<file path="src/rtl/sram_port_arbiter_pkg.sv">
// Shared types for the IF/MEM single-port SRAM arbiter: in-flight read tags
// and the next-tag selection used by the response stage.
package sram_port_arbiter_pkg;

    localparam int CONFLICT_W = 32;

    typedef enum logic [1:0] {
        INFLIGHT_NONE    = 2'd0,
        INFLIGHT_INST_RD = 2'd1,
        INFLIGHT_DATA_RD = 2'd2
    } inflight_e;

    // Writes and idle cycles leave nothing to return next cycle.
    function automatic inflight_e inflight_next(input logic inst_gnt, input logic data_rd_gnt);
        if (inst_gnt) begin
            return INFLIGHT_INST_RD;
        end else if (data_rd_gnt) begin
            return INFLIGHT_DATA_RD;
        end
        return INFLIGHT_NONE;
    endfunction

endpackage

</file>
<file path="src/rtl/sram_port_arbiter_if.sv">
// Bus bundle between the CPU's inst/data SRAM ports, the arbiter and the SRAM.
// master = CPU/SRAM side that drives requests and read data; slave = arbiter.
interface sram_port_arbiter_if #(
    parameter int ADDR_W = 32,
    parameter int DATA_W = 32
);
    localparam int BE_W = DATA_W / 8;

    logic              inst_req;
    logic [ADDR_W-1:0] inst_addr;
    logic              inst_gnt;
    logic              inst_rvalid;
    logic [DATA_W-1:0] inst_rdata;

    logic              data_req;
    logic [BE_W-1:0]   data_wen;
    logic [ADDR_W-1:0] data_addr;
    logic [DATA_W-1:0] data_wdata;
    logic              data_gnt;
    logic              data_rvalid;
    logic [DATA_W-1:0] data_rdata;

    logic              cancel;

    logic              sram_en;
    logic [BE_W-1:0]   sram_wen;
    logic [ADDR_W-1:0] sram_addr;
    logic [DATA_W-1:0] sram_wdata;
    logic [DATA_W-1:0] sram_rdata;

    logic [31:0]       conflict_cnt;

    modport master (
        output inst_req, inst_addr, data_req, data_wen, data_addr, data_wdata,
               cancel, sram_rdata,
        input  inst_gnt, inst_rvalid, inst_rdata, data_gnt, data_rvalid,
               data_rdata, sram_en, sram_wen, sram_addr, sram_wdata, conflict_cnt
    );

    modport slave (
        input  inst_req, inst_addr, data_req, data_wen, data_addr, data_wdata,
               cancel, sram_rdata,
        output inst_gnt, inst_rvalid, inst_rdata, data_gnt, data_rvalid,
               data_rdata, sram_en, sram_wen, sram_addr, sram_wdata, conflict_cnt
    );

endinterface

</file>
<file path="src/rtl/sram_port_arbiter.sv">
// Shares one synchronous-read SRAM port between IF reads and MEM reads/writes:
// one grant per cycle, tagged read returns one cycle later, bounded IF starvation.
module sram_port_arbiter
    import sram_port_arbiter_pkg::*;
#(
    parameter int ADDR_W     = 32,
    parameter int DATA_W     = 32,
    parameter int STARVE_MAX = 4
) (
    input logic               clk,
    input logic               reset,
    sram_port_arbiter_if.slave bus
);

    localparam int BE_W     = DATA_W / 8;
    localparam int STARVE_W = $clog2(STARVE_MAX + 1);

    logic                  force_inst;
    logic                  inst_gnt_p0;
    logic                  data_gnt_p0;
    logic                  data_rd_p0;
    logic [ADDR_W-1:0]     sram_addr_p0;
    logic [DATA_W-1:0]     sram_wdata_p0;
    logic [BE_W-1:0]       sram_wen_p0;

    inflight_e             inflight_p1;
    logic [STARVE_W-1:0]   starve_cnt;
    logic [CONFLICT_W-1:0] conflict_cnt;

    // ---- stage p0: same-cycle grant and SRAM port drive ----
    always_comb begin
        force_inst    = (starve_cnt == STARVE_W'(STARVE_MAX));
        inst_gnt_p0   = 1'b0;
        data_gnt_p0   = 1'b0;
        if (!reset) begin
            // A cancelled IF request cannot win, so MEM takes the slot even when IF is owed one.
            inst_gnt_p0 = bus.inst_req & ~bus.cancel & (~bus.data_req | force_inst);
            data_gnt_p0 = bus.data_req & ~inst_gnt_p0;
        end
        data_rd_p0    = data_gnt_p0 & (bus.data_wen == '0);
        sram_addr_p0  = data_gnt_p0 ? bus.data_addr : bus.inst_addr;
        sram_wdata_p0 = data_gnt_p0 ? bus.data_wdata : '0;
        sram_wen_p0   = data_gnt_p0 ? bus.data_wen : '0;
    end

    always_ff @(posedge clk) begin
        if (reset) begin
            inflight_p1  <= INFLIGHT_NONE;
            starve_cnt   <= '0;
            conflict_cnt <= '0;
        end else begin
            inflight_p1 <= inflight_next(inst_gnt_p0, data_rd_p0);

            if (inst_gnt_p0 || !bus.inst_req) begin
                starve_cnt <= '0;
            end else if (bus.data_req && data_gnt_p0 && !force_inst) begin
                starve_cnt <= starve_cnt + STARVE_W'(1);
            end

            if (bus.inst_req && bus.data_req) begin
                conflict_cnt <= conflict_cnt + CONFLICT_W'(1);
            end
        end
    end

    // ---- stage p1: tagged read response ----
    assign bus.inst_gnt     = inst_gnt_p0;
    assign bus.data_gnt     = data_gnt_p0;
    assign bus.sram_en      = inst_gnt_p0 | data_gnt_p0;
    assign bus.sram_addr    = sram_addr_p0;
    assign bus.sram_wdata   = sram_wdata_p0;
    assign bus.sram_wen     = sram_wen_p0;

    assign bus.inst_rvalid  = ~reset & (inflight_p1 == INFLIGHT_INST_RD) & ~bus.cancel;
    assign bus.data_rvalid  = ~reset & (inflight_p1 == INFLIGHT_DATA_RD);
    assign bus.inst_rdata   = bus.sram_rdata;
    assign bus.data_rdata   = bus.sram_rdata;
    assign bus.conflict_cnt = conflict_cnt;

endmodule

</file>
<file path="src/flat_wrapper.sv">
// flat-port wrapper written by rule: the top's interface ports become plain ports
module sram_port_arbiter_flat import sram_port_arbiter_pkg::*;
#(
    parameter int ADDR_W     = 32,
    parameter int DATA_W     = 32,
    parameter int STARVE_MAX = 4
)
  (clk, reset, bus_inst_req, bus_inst_addr, bus_data_req, bus_data_wen, bus_data_addr, bus_data_wdata, bus_cancel, bus_sram_rdata, bus_inst_gnt, bus_inst_rvalid, bus_inst_rdata, bus_data_gnt, bus_data_rvalid, bus_data_rdata, bus_sram_en, bus_sram_wen, bus_sram_addr, bus_sram_wdata, bus_conflict_cnt);
  sram_port_arbiter_if #(.ADDR_W(ADDR_W), .DATA_W(DATA_W)) bus_i ();
  input logic clk;
  input logic reset;
  input wire logic [$bits(bus_i.inst_req)-1:0] bus_inst_req;
  input wire logic [$bits(bus_i.inst_addr)-1:0] bus_inst_addr;
  input wire logic [$bits(bus_i.data_req)-1:0] bus_data_req;
  input wire logic [$bits(bus_i.data_wen)-1:0] bus_data_wen;
  input wire logic [$bits(bus_i.data_addr)-1:0] bus_data_addr;
  input wire logic [$bits(bus_i.data_wdata)-1:0] bus_data_wdata;
  input wire logic [$bits(bus_i.cancel)-1:0] bus_cancel;
  input wire logic [$bits(bus_i.sram_rdata)-1:0] bus_sram_rdata;
  output wire logic [$bits(bus_i.inst_gnt)-1:0] bus_inst_gnt;
  output wire logic [$bits(bus_i.inst_rvalid)-1:0] bus_inst_rvalid;
  output wire logic [$bits(bus_i.inst_rdata)-1:0] bus_inst_rdata;
  output wire logic [$bits(bus_i.data_gnt)-1:0] bus_data_gnt;
  output wire logic [$bits(bus_i.data_rvalid)-1:0] bus_data_rvalid;
  output wire logic [$bits(bus_i.data_rdata)-1:0] bus_data_rdata;
  output wire logic [$bits(bus_i.sram_en)-1:0] bus_sram_en;
  output wire logic [$bits(bus_i.sram_wen)-1:0] bus_sram_wen;
  output wire logic [$bits(bus_i.sram_addr)-1:0] bus_sram_addr;
  output wire logic [$bits(bus_i.sram_wdata)-1:0] bus_sram_wdata;
  output wire logic [$bits(bus_i.conflict_cnt)-1:0] bus_conflict_cnt;
  assign bus_i.inst_req = bus_inst_req;
  assign bus_i.inst_addr = bus_inst_addr;
  assign bus_i.data_req = bus_data_req;
  assign bus_i.data_wen = bus_data_wen;
  assign bus_i.data_addr = bus_data_addr;
  assign bus_i.data_wdata = bus_data_wdata;
  assign bus_i.cancel = bus_cancel;
  assign bus_i.sram_rdata = bus_sram_rdata;
  assign bus_inst_gnt = bus_i.inst_gnt;
  assign bus_inst_rvalid = bus_i.inst_rvalid;
  assign bus_inst_rdata = bus_i.inst_rdata;
  assign bus_data_gnt = bus_i.data_gnt;
  assign bus_data_rvalid = bus_i.data_rvalid;
  assign bus_data_rdata = bus_i.data_rdata;
  assign bus_sram_en = bus_i.sram_en;
  assign bus_sram_wen = bus_i.sram_wen;
  assign bus_sram_addr = bus_i.sram_addr;
  assign bus_sram_wdata = bus_i.sram_wdata;
  assign bus_conflict_cnt = bus_i.conflict_cnt;
  sram_port_arbiter #(.ADDR_W(ADDR_W), .DATA_W(DATA_W), .STARVE_MAX(STARVE_MAX)) u_core (.clk(clk), .reset(reset), .bus(bus_i));
endmodule
</file>
<file path="config.mk">
export PLATFORM = sky130hd
export DESIGN_NAME = sram_port_arbiter_flat
export DESIGN_NICKNAME = d
export VERILOG_FILES = /design/src/rtl/sram_port_arbiter_pkg.sv /design/src/rtl/sram_port_arbiter_if.sv /design/src/rtl/sram_port_arbiter.sv /design/src/flat_wrapper.sv
export SDC_FILE = /design/constraint.sdc
export NUM_CORES = 1
export LEC_CHECK = 0
export CAP_MARGIN = 20
export CORE_AREA = 2 2 119 121
export CTS_CLUSTER_DIAMETER = 150
export DETAILED_ROUTE_END_ITERATION = 16
export DIE_AREA = 0 0 121 123
export HOLD_SLACK_MARGIN = 0.08
export PLACE_DENSITY = 0.66
export SLEW_MARGIN = 5
export SYNTH_ARGS = -nofsm -noshare
export SYNTH_HDL_FRONTEND = slang
export SYNTH_SLANG_ARGS = --single-unit
</file>
<file path="constraint.sdc">
create_clock -name clk -period 2.2 [get_ports clk]
set_clock_uncertainty 0.2 [all_clocks]
set_input_delay 0.44 -clock clk [delete_from_list [all_inputs] [get_ports clk]]
set_output_delay 0.44 -clock clk [all_outputs]
set_load 0.1 [all_outputs]
</file>
==> metrics.csv, run 1 <==
metric,value,unit
Synth cell types,33,
P per Cell Area,425,mW/mm^2
Worst-path clk slew,0.06,ns
run status,"finished, violations left",
DRT Wirelength,13700,um
placed insts,745,
share of layout cells above drive strength 1,0.548,
Yosys top cell by area,dfxtp_1,
Setup Viol. Count Final,69,
critical path capture point type,output port,
Area Growth Syn to Fin,135,%
relative slew slack,0.735,
worst path cell trace,"inv_2, ha_4, nand2_4, o21ai_4, buf_6, buf_12, nand2_2, nand2_8, buf_12",
Final min period,2.39,ns
"Slowest-stage cell, CP",dfxtp_2,
highest metal used,met5,
Clock Sinks,37,
worst-path fanout max,10,
vias in the first global route,3674,
failing checks,setup timing,
antenna violation net count after detailed routing,0,
Rows,43,
Top delay family on crit path,buffers and inverters,
maximum clock rate,419,MHz
Yosys top cell area share,0.254,
Syn Std Cell Area,0.00291,sq mm
Least-Margin Pin Slew,0.398,ns
Ys Warns,0,
GPL Wtd Cong,0.881,
final hold violation count,0,
RSZ-0062 raised after global routing,yes,
final total power,2910,uW
Synth Instances,416,
cell mode on critical path,buf_12,
clock buffers created by TritonCTS,5,
CTS tree,yes,
Setup Total Neg Slack,-10.48,ns
wire length per cell,17.8,um
critical path class,reg2out,
Total GRT Usage,0.177,
first-pass GRT wire length,20300,um
setup ws final,-0.189,ns
Core ar.,0.0136,sq mm
grt total ovfl,0,
initial antenna violation count,4,
DR iter-0 viols,191,
Bufs and invs on worst path,4,
Syn Area/Cell,7.00,sq um
max_cap viols,0,
worst path arrival time,1.75,ns
DRC,0,
Via-to-Cell Ratio,4.60,
met2 WL post-DR,7620,um
syn nets,556,
largest net degree at the start of global routing,36,
Critical Path RT,1.56,ns
Post-DP HPWL,11500,um
finished layout cell area,0.00685,sq mm
total placed instance area,0.00624,sq mm
wire length on met3,1300,um
Root Driver,clkbuf_16,
largest cells by area after synthesis,"dfxtp_1, buf_4, nand2_1, and2_1, a21oi_1",
Die Ht,123,um
Final nets,728,
Die ar.,0.0149,sq mm
Starting Density,0.214,
io pins,306,
startpoint types,flop,
Slew Limit Fails,0,
Hold Crit Class,reg2reg,
fill cell count,1214,
Worst-Skew Late Latency,0.27,ns
Max Root-Sink Buffers,2,
Worst VDD drop,226,uV
IO Port Bufs,209,
DRT Pass-1 Iters,4,
routed length on met1,4440,um
Die W,121,um
final worst-path cycle share,1.09,
hold buffer count at CTS,0,
vias,3544,
"FF+latch count, synth",37,
H-tree levels,2,
Final Non-Filler Cells,770,
register area share after synthesis,0.254,
CP peak stage delay,0.32,ns
Pleak,0.00277,uW
[through the flow]
| stage | hold WS (ns) | util | setup WS, ns |
|---|---|---|---|
| after floorplan | 0.250 | - | -0.128 |
| final | 0.292 | 0.503 | -0.189 |
| after detailed placement | 0.276 | 0.458 | -0.527 |
| after global routing | 0.322 | 0.503 | -0.257 |
| after CTS | 0.291 | 0.499 | -0.206 |
| after global placement | 0.255 | 0.458 | -0.514 |
[path summary, 6_finish.rpt]
kind	endpoint	slack (ns)	cells past startpoint	start
worst min register to register	u_core.bus.conflict_cnt[27]$_SDFFE_PP0P_	0.29	2	u_core.bus.conflict_cnt[27]$_SDFFE_PP0P_
worst min-delay path	u_core.bus.conflict_cnt[27]$_SDFFE_PP0P_	0.29	2	u_core.bus.conflict_cnt[27]$_SDFFE_PP0P_
worst max-delay path	bus_sram_addr[30]	-0.19	9	u_core.starve_cnt[1]$_SDFFE_PP0P_
worst max register to register	u_core.bus.conflict_cnt[27]$_SDFFE_PP0P_	0.23	5	u_core.bus.conflict_cnt[5]$_SDFFE_PP0P_
[worst reg2reg max path: cells and delay by family (launching register included)]
kind            cells  cell delay (ns)
simple gates        3             0.99
flops               1             0.36
buf+inv             1             0.20
compound gates      1             0.15
[state kept, by name, indices dropped and copies added (netlist names)]
register / flops
u_core.inflight_p1: 2
u_core.starve_cnt: 3
u_core.bus.conflict_cnt: 32
[kinds of logic after synthesis]
logic type	Yosys count	share of synthesized area
AOI/OAI and AO/OA	49	0.0971
buffers and inverters	94	0.210
and+or+nand+nor	221	0.389
xor gates and xnor gates	11	0.0331
DFF	37	0.254
muxes	1	0.00387
adders and majority gates	3	0.0129
[placed cells by master (no fill, tap or decap), types with 2 or more instances in the layout]
master,count
a21oi_1,24
and2_1,2
and2_4,36
and3_1,2
and4_1,4
and4_4,2
buf_12,83
buf_16,4
buf_4,56
buf_6,4
clkbuf_16,5
clkdlybuf4s50_1,100
clkinv_2,2
dfxtp_1,7
dfxtp_2,15
dfxtp_4,15
dlygate4sd2_1,2
ha_1,2
inv_1,5
inv_2,2
nand2_1,24
nand2_2,39
nand2_4,27
nand2_8,20
nand3_1,13
nand4_1,8
nand4_4,2
nor2_1,13
o21ai_0,8
o31ai_1,13
or3_1,8
or4_1,14
xnor2_1,2
xor2_1,9
[metal layers]
metal,vias to the layer above,track usage
li1,1672,-
met1,1673,0.171
met2,175,0.342
met3,20,0.0696
met4,4,0.0567
met5,-,0
[layout make-up]
cell class / count / area (sq um) / share of cell area
timing repair buffer: 251 / 3270 / 0.477
clock buffer: 6 / 129 / 0.0188
antenna: 1 / 2.50 / 0.000365
inverter: 8 / 35.0 / 0.00511
tap: 180 / 225 / 0.0329
sequential: 37 / 816 / 0.119
clock inverter: 2 / 10.0 / 0.00146
multi-input combinational: 285 / 2360 / 0.345
[repair_timing]
action,in CTS,in global routing
pin swaps,15,0
cloned,4,0
endpoints found under the setup margin,91,71
buffers inserted,9,3
gates resized for setup,79,9
[Yosys cell counts]
cell type,n
and4_4,2
ha_1,3
o31ai_1,13
o21ai_1,1
nand2b_1,1
a21oi_1,25
clkbuf_1,15
nand3_1,13
nor4_1,1
buf_1,2
buf_6,2
nor3b_1,1
or3_1,8
nor4b_1,1
nand2_1,110
xnor2_1,2
xor2_1,9
nor2b_1,2
dfxtp_1,37
buf_4,64
nor2_1,13
nand4_4,2
mux2_1,1
a211oi_1,2
and3_1,2
inv_1,8
o21ai_0,8
or3b_2,1
and4_1,4
buf_2,3
nand4_1,8
or4_1,14
and2_1,38
[where the power goes]
| group | leakage, uW | switching, uW | internal [uW] |
|---|---|---|---|
| Clock | 0.0000706 | 268 | 416 |
| Sequential | 0.000318 | 5.50 | 657 |
| Combinational | 0.00239 | 915 | 652 |
Note: power is estimated with default switching activity, not from simulation.
==> run 2, diff against run 1 <==
HOLD_SLACK_MARGIN = 0.15   (was 0.08)
==> results of run 2 <==
Final layout, timing and power as in run 1 (identical DEF).
